==> src/rtl/mips_pkg.sv <==
// Shared definitions for the instruction fetch slice: instruction field
// positions, the default reset PC and the fetch FSM state type.
package mips_pkg;

  localparam int unsigned OPCODE_HI = 31;
  localparam int unsigned OPCODE_LO = 26;
  localparam int unsigned FUNCT_HI  = 5;
  localparam int unsigned FUNCT_LO  = 0;
  localparam int unsigned IMM_HI    = 15;
  localparam int unsigned IMM_LO    = 0;
  localparam int unsigned JIDX_HI   = 25;
  localparam int unsigned JIDX_LO   = 0;

  localparam logic [31:0] RESET_PC_DEFAULT = 32'h0000_0000;

  typedef enum logic {
    FETCH = 1'b0,
    HOLD  = 1'b1
  } ifu_state_t;

endpackage

==> src/rtl/instr_fetch_unit_pc_next.sv <==
// Combinational next-PC selection: sequential PC+4 (wrapping), taken
// branch with sign-extended word offset, or pseudo-direct jump.
// Jump has priority over a taken branch.
import mips_pkg::*;

module pc_next #(
  parameter int ADDR_WIDTH = 32
) (
  input  logic [ADDR_WIDTH-1:0] pc,
  input  logic [JIDX_HI:JIDX_LO] instr_low,
  input  logic                  jump,
  input  logic                  branch,
  input  logic                  zero,
  output logic [ADDR_WIDTH-1:0] next_pc
);

  logic [ADDR_WIDTH-1:0] pc_plus4;
  logic [ADDR_WIDTH-1:0] branch_off;
  logic [ADDR_WIDTH-1:0] branch_target;
  logic [ADDR_WIDTH-1:0] jump_target;

  assign pc_plus4      = pc + ADDR_WIDTH'(4);
  assign branch_off    = {{(ADDR_WIDTH-18){instr_low[IMM_HI]}}, instr_low[IMM_HI:IMM_LO], 2'b00};
  assign branch_target = pc_plus4 + branch_off;
  assign jump_target   = {pc_plus4[ADDR_WIDTH-1:28], instr_low[JIDX_HI:JIDX_LO], 2'b00};

  // Priority select of the redirect target.
  always_comb begin
    next_pc = pc_plus4;
    if (jump) begin
      next_pc = jump_target;
    end else if (branch && zero) begin
      next_pc = branch_target;
    end
  end

endmodule

==> src/rtl/instr_fetch_unit.sv <==
// Instruction fetch unit: two-state FETCH/HOLD machine that requests a word
// at PC, holds it for decode until handshaked, then advances PC.
// Optional feature: define IFU_INSTR_COUNT_EN to add the InstrCount output.
import mips_pkg::*;

module instr_fetch_unit #(
  parameter int                    ADDR_WIDTH = 32,
  parameter int                    DATA_WIDTH = 32,
  parameter logic [ADDR_WIDTH-1:0] RESET_PC   = ADDR_WIDTH'(RESET_PC_DEFAULT)
) (
  input  logic                  clk,
  input  logic                  rst,
  output logic                  imem_req,
  output logic [ADDR_WIDTH-1:0] imem_addr,
  input  logic                  imem_ack,
  input  logic [DATA_WIDTH-1:0] imem_rdata,
  output logic [DATA_WIDTH-1:0] Instr,
  output logic [5:0]            Opcode,
  output logic [5:0]            Funct,
  output logic [ADDR_WIDTH-1:0] PC,
  output logic                  InstrValid,
  input  logic                  InstrReady,
  input  logic                  Jump,
  input  logic                  Branch,
  input  logic                  Zero
`ifdef IFU_INSTR_COUNT_EN
  ,
  output logic [31:0]           InstrCount
`endif
);

  ifu_state_t            state;
  logic [ADDR_WIDTH-1:0] next_pc;
  logic                  handshake;

  assign imem_addr = PC;
  assign Opcode    = Instr[OPCODE_HI:OPCODE_LO];
  assign Funct     = Instr[FUNCT_HI:FUNCT_LO];
  assign handshake = (state == HOLD) && InstrReady;

  pc_next #(
    .ADDR_WIDTH(ADDR_WIDTH)
  ) u_pc_next (
    .pc       (PC),
    .instr_low(Instr[JIDX_HI:JIDX_LO]),
    .jump     (Jump),
    .branch   (Branch),
    .zero     (Zero),
    .next_pc  (next_pc)
  );

  // Fetch FSM with registered request/valid; reset overrides ack and handshake.
  always_ff @(posedge clk) begin
    if (rst) begin
      state      <= FETCH;
      PC         <= {RESET_PC[ADDR_WIDTH-1:2], 2'b00};
      Instr      <= '0;
      InstrValid <= 1'b0;
      imem_req   <= 1'b1;
    end else begin
      case (state)
        FETCH: begin
          if (imem_ack) begin
            Instr      <= imem_rdata;
            state      <= HOLD;
            imem_req   <= 1'b0;
            InstrValid <= 1'b1;
          end
        end
        HOLD: begin
          if (InstrReady) begin
            PC         <= next_pc;
            state      <= FETCH;
            imem_req   <= 1'b1;
            InstrValid <= 1'b0;
          end
        end
        default: begin
          state <= FETCH;
        end
      endcase
    end
  end

`ifdef IFU_INSTR_COUNT_EN
  // Count of decode handshakes, free-running wrap.
  always_ff @(posedge clk) begin
    if (rst) begin
      InstrCount <= '0;
    end else if (handshake) begin
      InstrCount <= InstrCount + 32'd1;
    end
  end
`else
  logic unused_handshake;
  assign unused_handshake = handshake;
`endif

endmodule

==> config.mk <==
export PLATFORM = sky130hd
export DESIGN_NAME = instr_fetch_unit
export DESIGN_NICKNAME = d
export VERILOG_FILES = /design/src/rtl/mips_pkg.sv /design/src/rtl/instr_fetch_unit_pc_next.sv /design/src/rtl/instr_fetch_unit.sv
export SDC_FILE = /design/constraint.sdc
export NUM_CORES = 1
export LEC_CHECK = 0
export CORE_MARGIN = 2
export CORE_UTILIZATION = 50
export CTS_BUF_LIST = sky130_fd_sc_hd__clkbuf_8
export DETAILED_ROUTE_END_ITERATION = 10
export HOLD_SLACK_MARGIN = 0.12
export PLACE_DENSITY_LB_ADDON = 0.1
export SETUP_SLACK_MARGIN = 0.4
export SYNTH_ARGS = -nofsm -noshare
export SYNTH_HDL_FRONTEND = slang
export SYNTH_SLANG_ARGS = --single-unit
export TNS_END_PERCENT = 10
==> constraint.sdc <==
create_clock -name clk -period 5.1 [get_ports clk]
set_input_delay 0.765 -clock clk [delete_from_list [all_inputs] [get_ports clk]]
set_output_delay 0.765 -clock clk [all_outputs]
set_load 0.05 [all_outputs]
==> impl_metrics.prom <==
# TYPE chip_impl_metric gauge
chip_impl_info{name="result_of_the_run",value="finished, final reports clean"} 1
chip_impl_metric{name="setup_ws_final",unit="ns"} 1.07
chip_impl_metric{name="worstPathRequired",unit="ns"} 5.36
chip_impl_info{name="cts_tree",value="yes"} 1
chip_impl_metric{name="number_of_buffers_created_by_cts",unit=""} 9
chip_impl_metric{name="timing_worst_slew_pin_value",unit="ns"} 0.987
chip_impl_metric{name="clock_insertion_delay_worst_skew",unit="ns"} 0.37
chip_impl_metric{name="period_minus_slack",unit="ns"} 4.03
chip_impl_info{name="crit_end",value="PC[31]"} 1
chip_impl_metric{name="coreArea",unit="mm²"} 0.0104
chip_impl_metric{name="hold_viol_final",unit=""} 0
chip_impl_metric{name="multiInputGateArea",unit="mm²"} 0.00347
chip_impl_metric{name="vias_per_cell",unit=""} 5.81
chip_impl_metric{name="ys_async_sr_fraction",unit="%"} 0
chip_impl_info{name="crit-reg2reg-launch",value="PC[13]"} 1
chip_impl_metric{name="drtPass1Iterations",unit=""} 6
chip_impl_info{name="crit_startpoint",value="PC[13]"} 1
chip_impl_metric{name="setup_viol_count_final",unit=""} 0
chip_impl_metric{name="power.density",unit="mW/mm²"} 215
chip_impl_metric{name="drt-total-wl",unit="µm"} 16400
chip_impl_metric{name="cts_htree_levels",unit=""} 3
chip_impl_metric{name="vdd.ir_drop.worst",unit="mV"} 0.163
chip_impl_metric{name="pin_count_of_the_biggest_net_entering_global_routing",unit=""} 38
chip_impl_info{name="synthFlopType",value="sky130_fd_sc_hd__dfxtp_1"} 1
chip_impl_metric{name="maxSlewHeadroom",unit="%"} 34.1
chip_impl_metric{name="antennaDiodeCount",unit=""} 0
chip_impl_metric{name="clock_sinks",unit=""} 65
chip_impl_metric{name="placementRows",unit=""} 37
chip_impl_metric{name="clkSlewWorstSetupHoldPaths",unit="ns"} 0.08
chip_impl_metric{name="finalSetupTns",unit="ns"} 0
chip_impl_metric{name="vias_in_the_first_global_route",unit=""} 5073
chip_impl_metric{name="dr_total_vias",unit=""} 5533
chip_impl_metric{name="die-area",unit="mm²"} 0.0116
chip_impl_metric{name="antenna_violating_nets_post_route",unit=""} 0
chip_impl_metric{name="area_growth",unit="%"} 24.8
chip_impl_metric{name="synth-seq-area-share",unit="%"} 24.3
chip_impl_metric{name="ys_seq_elements",unit=""} 65
chip_impl_metric{name="synth_cell_type_count",unit=""} 62
chip_impl_metric{name="postCtsResizedCells",unit=""} 0
chip_impl_metric{name="finalCritPeriodShare",unit="%"} 79.1
chip_impl_info{name="worstHoldPathType",value="flop to flop"} 1
chip_impl_metric{name="dp_cells",unit=""} 936
chip_impl_metric{name="floorplan.initialDensity",unit="%"} 51.7
chip_impl_metric{name="yosys_warnings",unit=""} 0
chip_impl_metric{name="io_pins",unit=""} 149
chip_impl_metric{name="finish.utilization",unit="%"} 64.5
chip_impl_metric{name="path_max_fanout",unit=""} 8
chip_impl_metric{name="filler_free_cell_count_of_the_finished_design",unit=""} 952
chip_impl_info{name="crit_type",value="flop to flop"} 1
chip_impl_metric{name="detailedPlace.worstSlack",unit="ns"} 1.12
chip_impl_metric{name="die_h",unit="µm"} 108
chip_impl_metric{name="layout.filler_cells",unit=""} 945
chip_impl_metric{name="fmaxAchievable",unit="GHz"} 0.248
chip_impl_metric{name="dpl.hpwl",unit="µm"} 12100
chip_impl_metric{name="finish.net_count",unit=""} 888
chip_impl_metric{name="routability_congestion_estimate_from_global_placement",unit=""} 0.966
chip_impl_metric{name="drc",unit=""} 0
chip_impl_metric{name="antenna_found_initial",unit=""} 0
chip_impl_metric{name="p_leak",unit="nW"} 2.56
chip_impl_info{name="critical_path.endpoint_type",value="flop"} 1
chip_impl_info{name="min_from",value="imem_req"} 1
chip_impl_metric{name="initialDrtViolationCount",unit=""} 558
chip_impl_metric{name="drive_gt1_share",unit="%"} 4.90
chip_impl_info{name="setup_repair_after_global_routing_missed_its_margin",value="false"} 1
chip_impl_metric{name="timing.max_cap.violations",unit=""} 0
chip_impl_metric{name="routedWlPerCell",unit="µm"} 17.2
chip_impl_metric{name="first_pass_grt_wire_length",unit="µm"} 25900
chip_impl_info{name="highest_count_cells_in_the_layout_ignoring_fill_and_taps",value="sky130_fd_sc_hd__clkdlybuf4s50_1, sky130_fd_sc_hd__nand2_1, sky130_fd_sc_hd__a21oi_1"} 1
chip_impl_metric{name="whs_path_depth",unit=""} 2
chip_impl_metric{name="cts.hold.buffers_added",unit=""} 0
chip_impl_info{name="worst_r2r_endpoint",value="PC[31]"} 1
chip_impl_metric{name="reg2regPathDepth",unit=""} 15
chip_impl_metric{name="synth-edff-count",unit=""} 0
chip_impl_metric{name="clock_tree.buffer_depth",unit=""} 2
chip_impl_info{name="cts.root.buffer_cell",value="sky130_fd_sc_hd__clkbuf_8"} 1
chip_impl_info{name="most_common_cell_after_layout_fill_and_taps_aside",value="sky130_fd_sc_hd__clkdlybuf4s50_1"} 1
chip_impl_metric{name="timing.final.max_slew_violations",unit=""} 0
chip_impl_metric{name="placement.io_buffers",unit=""} 144
chip_impl_metric{name="critPathArrivalTime",unit="ns"} 4.30
chip_impl_metric{name="cell_count_after_synthesis",unit=""} 731
chip_impl_metric{name="gr-total-overflow",unit=""} 0
chip_impl_metric{name="post-cts-setup-buffers",unit=""} 0
chip_impl_metric{name="r2r_setup_slack",unit="ns"} 1.07
chip_impl_metric{name="grt_usage",unit="%"} 28.3
chip_impl_metric{name="syn-cell-area",unit="mm²"} 0.00536
chip_impl_info{name="start_kind",value="flop"} 1
chip_impl_metric{name="chipWidth",unit="µm"} 108
chip_impl_metric{name="worst_skew",unit="ns"} 0.0103
chip_impl_metric{name="syn-mean-instance-area",unit="µm²"} 7.33
chip_impl_metric{name="sequential_cell_area",unit="mm²"} 0.00130
[per-layer routing]
metal	wire length [µm]	track usage, %
met1	7590	40.8
met5	0	0
met2	7030	42.0
met3	1510	5.93
met4	250	8.79
[Yosys cell counts (all sizes together), types with 9 or more instances]
library cell	n	share of area, %
a211oi	16	2.3
a21o	12	1.7
a21oi	93	8.9
and3	10	1.2
buf	54	7.4
clkbuf	31	2.7
dfxtp	65	24
ha	37	8.6
inv	14	0.98
nand2	126	8.8
nand3	23	2.2
nand4	15	1.8
nor2	55	3.9
nor3	14	1.5
o211ai	16	2.2
o21a	9	1.3
o21ai	35	3.3
xnor2	30	4.9
xor2	18	2.9
[per-stage QoR]
stage	total power, mW	hold slack, ns	area (µm²)
2_1_floorplan	0.869	0.489	5370
3_3_place_gp	0.984	0.430	6490
6_report	1.44	0.459	6690
3_5_place_dp	0.988	0.454	6490
5_1_grt	1.50	0.494	6690
4_1_cts	1.44	0.462	6690
[area by class of cell]
cell class	instances	area share, %
clock inverters	6	0.879
clock buffers	10	2.06
flip-flops and latches	65	19.5
repair buffers	151	22.3
inverters	15	0.842
well taps	136	2.54
multi-input cells	569	51.9
[flip-flops by register name, summed over array words and instances (netlist names)]
| signal | count |
|---|---|
| InstrValid | 1 |
| Instr | 32 |
| PC | 30 |
| state | 1 |
| imem_req | 1 |
[critical path, stage by stage, from the launching register on]
cell and delay, ns:
sky130_fd_sc_hd__dfxtp_1 0.48, sky130_fd_sc_hd__and4_1 0.30, sky130_fd_sc_hd__nand3_1 0.18, sky130_fd_sc_hd__or3_1 0.50
sky130_fd_sc_hd__nor2_1 0.15, sky130_fd_sc_hd__xor2_1 0.23, sky130_fd_sc_hd__ha_1 0.35, sky130_fd_sc_hd__nand2_1 0.16
sky130_fd_sc_hd__o22a_1 0.16, sky130_fd_sc_hd__nand3_1 0.09, sky130_fd_sc_hd__a211o_1 0.27, sky130_fd_sc_hd__a21oi_1 0.17
sky130_fd_sc_hd__a21oi_1 0.08, sky130_fd_sc_hd__and3b_1 0.26, sky130_fd_sc_hd__mux2i_1 0.20, sky130_fd_sc_hd__mux2_2 0.34
[power by group]
part	switching (mW)	leakage, nW	internal [mW]
Combinational	0.271	1.93	0.145
Sequential	0.0333	0.531	0.531
Clock	0.222	0.0995	0.235
Total	0.526	2.56	0.912
[cells by family (layout without fill, tap and decap cells)]
group	after synthesis	count (layout)	synth area share, %
other cells	1	4	0.0700
compound gates	212	212	24.9
buf+inv	100	182	11.1
flops	65	65	24.3
mux	4	4	0.771
fa+ha+maj	38	38	9.01
simple gates	263	263	22.0
xor+xnor	48	48	7.85
[worst min path at each step]
stage	endpoint	slack (ns)
global placement	imem_req	0.43
global route	imem_req	0.49
finish	imem_req	0.46
detailed placement	imem_req	0.45
CTS	imem_req	0.46
floorplan	state	0.49
(Power assumes the default switching activity.)
